**src/rtl/orb_m16.sv**
```systemverilog
// RS-485 polling master: periodic one-byte request, fixed-length reply capture,
// and a continuous MSB-first serial stream of the last accepted packet.
module orb_m16 #(
    parameter int         CLK_PER_BIT = 42,
    parameter int         NUM_BYTES   = 20,
    parameter logic [7:0] REQ_BYTE    = 8'hA5,
    parameter int         REQ_PERIOD  = 40000,
    parameter int         RX_TIMEOUT  = 4200,
    parameter int         ORB_DIV     = 100
) (
    input  logic clk100MHz,
    input  logic rst,
    input  logic UART_RX,
    output logic UART_TX,
    output logic UART_dTX,
    output logic UART_dRX,
    output logic ValRX,
    output logic doubleOrbData,
    output logic test1,
    output logic test2,
    output logic test3,
    output logic test4
);

    localparam int CW   = $clog2(CLK_PER_BIT);
    localparam int RW   = $clog2(REQ_PERIOD);
    localparam int TW   = $clog2(RX_TIMEOUT);
    localparam int DW   = $clog2(ORB_DIV);
    localparam int NW   = $clog2(NUM_BYTES + 1);
    localparam int HALF = CLK_PER_BIT / 2;

    typedef enum logic [1:0] {TX_IDLE, TX_START, TX_DATA, TX_STOP} tx_state_t;
    typedef enum logic [1:0] {RX_IDLE, RX_START, RX_DATA, RX_STOP} rx_state_t;

    // ---------------- request timer ----------------
    logic [RW-1:0] req_cnt;
    logic          req_start;

    assign req_start = (req_cnt == RW'(REQ_PERIOD - 1));

    always_ff @(posedge clk100MHz) begin
        if (rst)            req_cnt <= '0;
        else if (req_start) req_cnt <= '0;
        else                req_cnt <= req_cnt + 1'b1;
    end

    // ---------------- transmitter ----------------
    tx_state_t     tx_state, tx_next;
    logic [CW-1:0] tx_cnt;
    logic [2:0]    tx_idx;
    logic          tx_bit_end;

    assign tx_bit_end = (tx_cnt == CW'(CLK_PER_BIT - 1));

    always_comb begin
        tx_next  = tx_state;
        UART_TX  = 1'b1;
        UART_dTX = 1'b0;
        case (tx_state)
            TX_IDLE: begin
                if (req_start) tx_next = TX_START;
            end
            TX_START: begin
                UART_TX  = 1'b0;
                UART_dTX = 1'b1;
                if (tx_bit_end) tx_next = TX_DATA;
            end
            TX_DATA: begin
                UART_TX  = REQ_BYTE[tx_idx];
                UART_dTX = 1'b1;
                if (tx_bit_end && tx_idx == 3'd7) tx_next = TX_STOP;
            end
            TX_STOP: begin
                UART_dTX = 1'b1;
                if (tx_bit_end) tx_next = TX_IDLE;
            end
            default: tx_next = TX_IDLE;
        endcase
    end

    assign UART_dRX = UART_dTX;
    assign test2    = UART_dTX;

    always_ff @(posedge clk100MHz) begin
        if (rst) begin
            tx_state <= TX_IDLE;
            tx_cnt   <= '0;
            tx_idx   <= '0;
        end else begin
            tx_state <= tx_next;
            if (tx_state == TX_IDLE || tx_bit_end) tx_cnt <= '0;
            else                                   tx_cnt <= tx_cnt + 1'b1;
            if (tx_state != TX_DATA) tx_idx <= '0;
            else if (tx_bit_end)     tx_idx <= tx_idx + 1'b1;
        end
    end

    // ---------------- receiver ----------------
    rx_state_t                    rx_state, rx_next;
    logic                         rx_s1, rx_s2, rx_prev;
    logic [CW-1:0]                rx_cnt;
    logic [2:0]                   rx_idx;
    logic [7:0]                   rx_sh;
    logic [NW-1:0]                byte_cnt;
    logic                         rx_lock;
    logic [TW-1:0]                idle_cnt;
    logic [NUM_BYTES-1:0][7:0]    rx_buf;
    logic                         rx_sample, rx_fall, rx_ena;
    logic                         stop_ok, stop_bad, store, rx_waiting, rx_tmo;

    assign rx_fall    = rx_prev & ~rx_s2;
    assign rx_ena     = ~UART_dRX & ~rx_lock;
    assign rx_sample  = (rx_state == RX_START) ? (rx_cnt == CW'(HALF - 1))
                                               : (rx_cnt == CW'(CLK_PER_BIT - 1));
    // A request wins over a stop bit landing on the same clock.
    assign stop_ok    = (rx_state == RX_STOP) && rx_sample &&  rx_s2 && !req_start;
    assign stop_bad   = (rx_state == RX_STOP) && rx_sample && !rx_s2 && !req_start;
    assign store      = stop_ok && (byte_cnt < NW'(NUM_BYTES));
    assign rx_waiting = (rx_state == RX_IDLE) && (byte_cnt != '0)
                        && (byte_cnt < NW'(NUM_BYTES));
    assign rx_tmo     = rx_waiting && (idle_cnt == TW'(RX_TIMEOUT - 1));

    always_comb begin
        rx_next = rx_state;
        case (rx_state)
            RX_IDLE:  if (rx_ena && rx_fall) rx_next = RX_START;
            RX_START: if (rx_sample) rx_next = rx_s2 ? RX_IDLE : RX_DATA;
            RX_DATA:  if (rx_sample && rx_idx == 3'd7) rx_next = RX_STOP;
            RX_STOP:  if (rx_sample) rx_next = RX_IDLE;
            default:  rx_next = RX_IDLE;
        endcase
        if (req_start || UART_dRX) rx_next = RX_IDLE;
    end

    always_ff @(posedge clk100MHz) begin
        if (rst) begin
            rx_s1    <= 1'b1;
            rx_s2    <= 1'b1;
            rx_prev  <= 1'b1;
            rx_state <= RX_IDLE;
            rx_cnt   <= '0;
            rx_idx   <= '0;
            rx_sh    <= '0;
            byte_cnt <= '0;
            rx_lock  <= 1'b0;
            idle_cnt <= '0;
            rx_buf   <= '0;
            ValRX    <= 1'b0;
            test1    <= 1'b0;
        end else begin
            rx_s1    <= UART_RX;
            rx_s2    <= rx_s1;
            rx_prev  <= rx_s2;
            rx_state <= rx_next;

            if (rx_state == RX_IDLE || rx_sample) rx_cnt <= '0;
            else                                  rx_cnt <= rx_cnt + 1'b1;

            if (rx_state != RX_DATA) rx_idx <= '0;
            else if (rx_sample)      rx_idx <= rx_idx + 1'b1;

            if (rx_state == RX_DATA && rx_sample) rx_sh <= {rx_s2, rx_sh[7:1]};

            if (req_start || stop_bad || rx_tmo) byte_cnt <= '0;
            else if (store)                      byte_cnt <= byte_cnt + 1'b1;

            // After a framing error the rest of the reply is noise; wait for a fresh poll.
            if (req_start)     rx_lock <= 1'b0;
            else if (stop_bad) rx_lock <= 1'b1;

            if (!rx_waiting || rx_tmo) idle_cnt <= '0;
            else                       idle_cnt <= idle_cnt + 1'b1;

            if (store) rx_buf[byte_cnt] <= rx_sh;

            ValRX <= store && (byte_cnt == NW'(NUM_BYTES - 1));
            test1 <= store;
        end
    end

    assign test3 = ValRX;

    // ---------------- output bank and serializer ----------------
    logic [NUM_BYTES-1:0][7:0] bank, shadow;
    logic [DW-1:0]             orb_div;
    logic [2:0]                orb_bit;
    logic [NW-1:0]             orb_byte;
    logic                      div_end, frame_wrap;

    assign div_end    = (orb_div == DW'(ORB_DIV - 1));
    assign frame_wrap = div_end && (orb_bit == 3'd7) && (orb_byte == NW'(NUM_BYTES - 1));

    always_ff @(posedge clk100MHz) begin
        if (rst)        bank <= '0;
        else if (ValRX) bank <= rx_buf;
    end

    // The shadow only changes at a frame boundary so a frame is never torn.
    always_ff @(posedge clk100MHz) begin
        if (rst) begin
            orb_div  <= '0;
            orb_bit  <= '0;
            orb_byte <= '0;
            shadow   <= '0;
            test4    <= 1'b0;
        end else begin
            test4 <= frame_wrap;
            if (frame_wrap) shadow <= bank;
            if (div_end) orb_div <= '0;
            else         orb_div <= orb_div + 1'b1;
            if (div_end) begin
                orb_bit <= orb_bit + 1'b1;
                if (orb_bit == 3'd7) begin
                    if (orb_byte == NW'(NUM_BYTES - 1)) orb_byte <= '0;
                    else                                 orb_byte <= orb_byte + 1'b1;
                end
            end
        end
    end

    assign doubleOrbData = shadow[orb_byte][3'd7 - orb_bit];

endmodule

```
**config.mk**
```make
export PLATFORM = sky130hd
export DESIGN_NAME = orb_m16
export DESIGN_NICKNAME = d
export VERILOG_FILES = /design/src/rtl/orb_m16.sv
export SDC_FILE = /design/constraint.sdc
export NUM_CORES = 1
export LEC_CHECK = 0
export ABC_AREA = 0
export BUFFER_PORTS_ARGS = -buffer_cell sky130_fd_sc_hd__buf_4
export CAP_MARGIN = 25
export CORE_MARGIN = 5
export CORE_UTILIZATION = 50
export DETAILED_ROUTE_END_ITERATION = 8
export HOLD_SLACK_MARGIN = 0.1
export PLACE_DENSITY = 0.68
export SETUP_SLACK_MARGIN = 0.15
export SYNTH_ARGS = -nofsm -noshare
export SYNTH_HDL_FRONTEND = slang
export SYNTH_SLANG_ARGS = --single-unit
```
**constraint.sdc**
```tcl
create_clock -name clk100MHz -period 2.6 [get_ports clk100MHz]
set_clock_uncertainty 0.1 [all_clocks]
set_input_delay 0.52 -clock clk100MHz [delete_from_list [all_inputs] [get_ports clk100MHz]]
set_output_delay 0.52 -clock clk100MHz [all_outputs]
set_load 0.05 [all_outputs]
```
Yosys cells after proc, flatten, opt, wreduce, memory -nomap -nowiden. Memories as Yosys holds them, arrays and structs flattened. A register that Yosys moved wholly into a read port is not among the register bits. Index checks and enable logic that the tools add are counted. W data, S select, Z words.

$add $sub $neg: 11. $lt $le $gt $ge: 6. Eq/ne operators: 27. Multiplexer cells: 25. Bitwise operators: 5. Reduce and logical (&&, ||, !) cells: 42.

Operators by type and width (number): $bwmux W160 (1); $bmux W8 S5 (1); $demux W8 S5 (1); $mux W2 (9); $ne A2 B2 Y1 const B (9); $reduce_or A2 Y1 (9); $logic_and A1 B1 Y1 (17); $add A16 B1 Y16 const B (1); $eq A16 B16 Y1 const B (1); $mux W8 (2); $pmux W2 S4 (2); $add A13 B1 Y13 const B (1); $eq A13 B13 Y1 const B (1); $add A6 B1 Y6 const B (2); $eq A6 B6 Y1 const B (2); $lt A5 B6 Y1 const B (2); $add A5 B1 Y5 const B (2); $eq A5 B5 Y1 const B (2); $add A3 B1 Y3 const B (3); $eq A3 B3 Y1 const B (3); $eq A2 B2 Y1 const B (4); $lt A3 B4 Y1 const B (2); $reduce_and A4 Y1 (2); $add A7 B1 Y7 const B (1); other kinds (20) (36).

Register bits: 566. Bits in read-only memories: 8. Word-level logic and storage cells: 197. Memories kept: 1.

Memories: (no name shown) (depth 8, width 1, read ports 1, clocked after Yosys merged registers in 1, wr ports 0, RTL line 69) `UART_TX = REQ_BYTE[tx_idx];`.

Depth between registers and ports, before layout.
Depth in word-level cells: 8. Mapped depth: 9. Gate-level depth less buffers: 8.

Worst setup path before layout. No wires, ideal clock.

Kind: register -> output. Start point: register orb_byte[0]. End point: output port doubleOrbData. Arrival time: 2124 ps. Required time: 1980 ps. Path slack: -144 ps. Stages on the path, launching flop included: 9. Path buffers: 2. Cell sequence: dfxtp_1 -> buf_4 -> buf_4 -> mux4_2 -> nor3_1 -> o22ai_1 -> a21oi_1 -> o22ai_1 -> o21a_1.

Cells in the longest elaborated chain, start to end: 4.

Ends and longest elaborated chain: start, declared (RTL line 187) `logic [NW-1:0] orb_byte;`; start signal, assigned (RTL line 215) `else orb_byte <= orb_byte + 1'b1;`; $bmux W8 S5 (RTL line 221) `assign doubleOrbData = shadow[orb_byte][3'd7 - orb_bit];`; $mux W8 (not written as such) (RTL line 221); $bmux W1 S3 (RTL line 221); $mux W1 (not written as such) (RTL line 221); end, declared (RTL line 18) `output logic doubleOrbData,`.

Every way passes these cells. The select of a mux whose other input is x is not followed.

Worst setup path after layout. Same ends and word-level chain as after synthesis.

==> flow_summary_export.csv <==
group,metric,value,unit
routing,postRouteAntennaNets,0,
global_routing,grt_max_degree,108,
routing,wirelength,53940,um
clocking,clk_pin_slew_worst_paths,60,ps
timing,hold_viol_final,0,
yosys,synth_area_leaders,"dfxtp_1 51%, nand2_1 11%, mux2i_1 10%",
routing,vias,16770,
run_status,violations,"setup timing",
global_routing,grt_pass1_wl,86370,um
critical_path,arrival,2650,ps
floorplanning,io_pins,12,
routing,drt_first_iter_violations,1334,
finish,multi_input_area,0.009916,mm^2
critical_path,crit_top_cell,"o22ai_1",
timing,whs,259.0,ps
finish,nets,2508,
power,p_leak,8.392,nW
clocking,cts_tree,"done",
critical_path,crit_required,1980,ps
timing,min_period,3267,ps
timing,setup_tns,-666.9,ps
run_status,status,"finished, violations left",
global_routing,antenna_found_initial,0,
finish,n_antenna_cell,0,
clocking,cts-buffers-inserted,56,
clocking,cts-root-buf,"clkbuf_16",
critical_path,crit_fanout,7,
yosys,yosys_register_bits,567,
critical_path,critPathKind,"reg2out",
critical_path,critical_path.top_delay_family,"compound AO/OA/AOI/OAI gates",
floorplanning,rows,77,
timing,setup_ws,-666.9,ps
power,vdd_drop_max,473.2,uV
yosys,syn_nets,2513,
placed_design,gp_congestion,0.8671,
critical_path,start_kind,"flop",
yosys,synth.largest_area_cell,"dfxtp_1",
floorplanning,initial_core_util,50.22,%
job,cap_violations,0,
global_routing,grt_pass1_vias,15910,
power,p_per_area,671.4,mW/mm^2
routing,post_drt_wl_per_cell,17.29,um
global_routing,grt_use_total,22.12,%
timing,rsz0062_at_grt,"yes",
finish,layout_commonest_cell,"nand2_1",
yosys,synth_cell_type_count,56,
critical_path,cp_slowest_stage_delay,500,ps
critical_path,critPathBufInv,3,
yosys,netlist.area_leader.share,51.45,%
yosys,synth_edf_count,0,
worst_hold_path,hp-class,"in2reg",
timing,fin_crit_sh,125.7,%
clocking,htreeDepth,2,
finish,layout-drive-gt1-share,11.16,%
floorplanning,die_w,220.1,um
floorplanning,core_area,0.04393,mm^2
finish,final-seq-area,0.01136,mm^2
clocking,clk_path_buf_depth,3,
yosys,yosysWarnings,0,
placed_design,io_buffers,11,
placed_design,hpwlAfterDp,35280,um
yosys,netlist_instances,2488,
finish,area_delta_synth_final,13.29,%
critical_path,critical-path-slowest-cell,"mux4_2",
finish,fill_cells,3910,
routing,firstDrtPassIters,8,
timing,slew_violations,0,
global_routing,grt_overflow_total,0,
critical_path,worstSetupEndpointType,"output port",
floorplanning,die-area,0.04843,mm^2
floorplanning,fp.dieH,220.1,um
yosys,yosysSeqAreaShare,51.45,%
finish,mostFrequentLayoutCells,"637 x nand2_1, 562 x dfxtp_1, 319 x a21oi_1, 272 x nor2_1, 217 x mux2i_1",
routing,remaining_drc_errors,0,
timing,finalSetupViolations,1,
yosys,synth_ff_type,"dfxtp_1",
timing,slew_headroom,41.30,%
timing,tightestPinTransition,880.5,ps
routing,viasPerCell,5.375,
clocking,cts.sinks,567,
yosys,synthArstFlopShare,0,%
timing,fmax,0.3061,GHz
clocking,clock_latency,590,ps
yosys,syn_area,0.02206,mm^2
critical_path,path_cells,"buf_12 > buf_4 > mux4_2 > nor3_2 > o22ai_1 > a21oi_1 > o22ai_1 > o21a_2 > buf_8",
yosys,syn_area_per_cell,8.868,um^2
==> synthesized netlist by cell type (all sizes together), types with 4 or more instances <==
| library cell | n |
|---|---|
| nand2 | 637 |
| dfxtp | 567 |
| a21oi | 320 |
| nor2 | 272 |
| mux2i | 220 |
| clkbuf | 116 |
| buf | 67 |
| nand3 | 47 |
| mux4 | 33 |
| and3 | 24 |
| ha | 22 |
| xnor2 | 21 |
| xor2 | 21 |
| inv | 15 |
| o21ai | 10 |
| nand4 | 9 |
| nor3 | 9 |
| or3 | 9 |
| nor2b | 8 |
| nor3b | 8 |
| nand2b | 6 |
| or2 | 6 |
| a221o | 4 |
==> worst paths after layout <==
check,start,endpoint,slack (ps),depth (start not counted)
hold / removal,rst,tx_state[1],260,2
setup / recovery,orb_byte[0],doubleOrbData,-670,9
setup reg to reg,rx_cnt[3],rx_buf[4],310,7
hold reg to reg,rx_s1,rx_s2,310,1
==> where the power goes <==
group          total (mW)  switching, mW  internal [mW]
clock                7.75           3.29           4.45
sequential           8.72         0.0194           8.70
combinational       0.316          0.237         0.0787
==> logic make-up after synthesis <==
kind of cell	after synthesis	synth area share, %
AND/OR/NAND/NOR	1051	19.95
flip-flops	567	51.45
AO/OA/AOI/OAI	355	8.438
multiplexers	253	13.35
buffers and inverters	198	3.902
XOR/XNOR	42	1.667
adder cells (fa/ha/maj)	22	1.248
==> cell type report <==
type	instances	share of cell area (%)
tap	592	2.963
timing repair buffer	120	4.670
clock buffer	84	6.432
inverter	15	0.2252
multi-input combinational	1723	39.67
sequential	567	45.45
clock inverter	18	0.5856
==> flip-flops by register name, indices dropped and copies added, names as in the netlist, named ones only <==
signal and cells:
bank 160, rx_buf 160, shadow 160, req_cnt 16
idle_cnt 13, rx_sh 8, orb_div 7, rx_cnt 6
tx_cnt 6, byte_cnt 5, orb_byte 5, orb_bit 3
rx_idx 3, tx_idx 3, tx_state 2, ValRX 1
rx_lock 1, rx_prev 1, rx_s1 1, rx_s2 1
rx_state 1, test1 1, test4 1
==> layer usage <==
layer	vias up	GRT usage, %	wire length [um]	share of wire (%)
met5	-	0	0	0
met4	0	6.782	1595	3.0
met3	95	4.218	2891	5.4
met2	382	35.60	24910	46
met1	8026	30.34	24540	45
li1	8263	-	-	-
==> metrics by stage <==
stage | cell area, um^2 | worst slack [ps] | total power [mW] | std cells | utilization (%)
global placement | 23110 | -289.7 | 9.221 | 3012 | 52.61
detailed placement | 23110 | -269.9 | 9.229 | 3012 | 52.61
global route | 25000 | -754.6 | 17.38 | 3119 | 56.90
CTS | 24950 | -698.2 | 16.93 | 3118 | 56.80
floorplan | 22110 | 133.3 | 9.154 | 2488 | -
finish | 25000 | -666.9 | 16.78 | 3119 | 56.90
==> repair_timing <==
item,4_1_cts,5_1_grt
pin swaps,3,2
hold buffers,1,0
endpoints found under the setup margin,1,75
gates resized for setup,8,9
endpoints found under the hold margin,1,0
setup buffers,3,1
(Power assumes the default switching activity.)
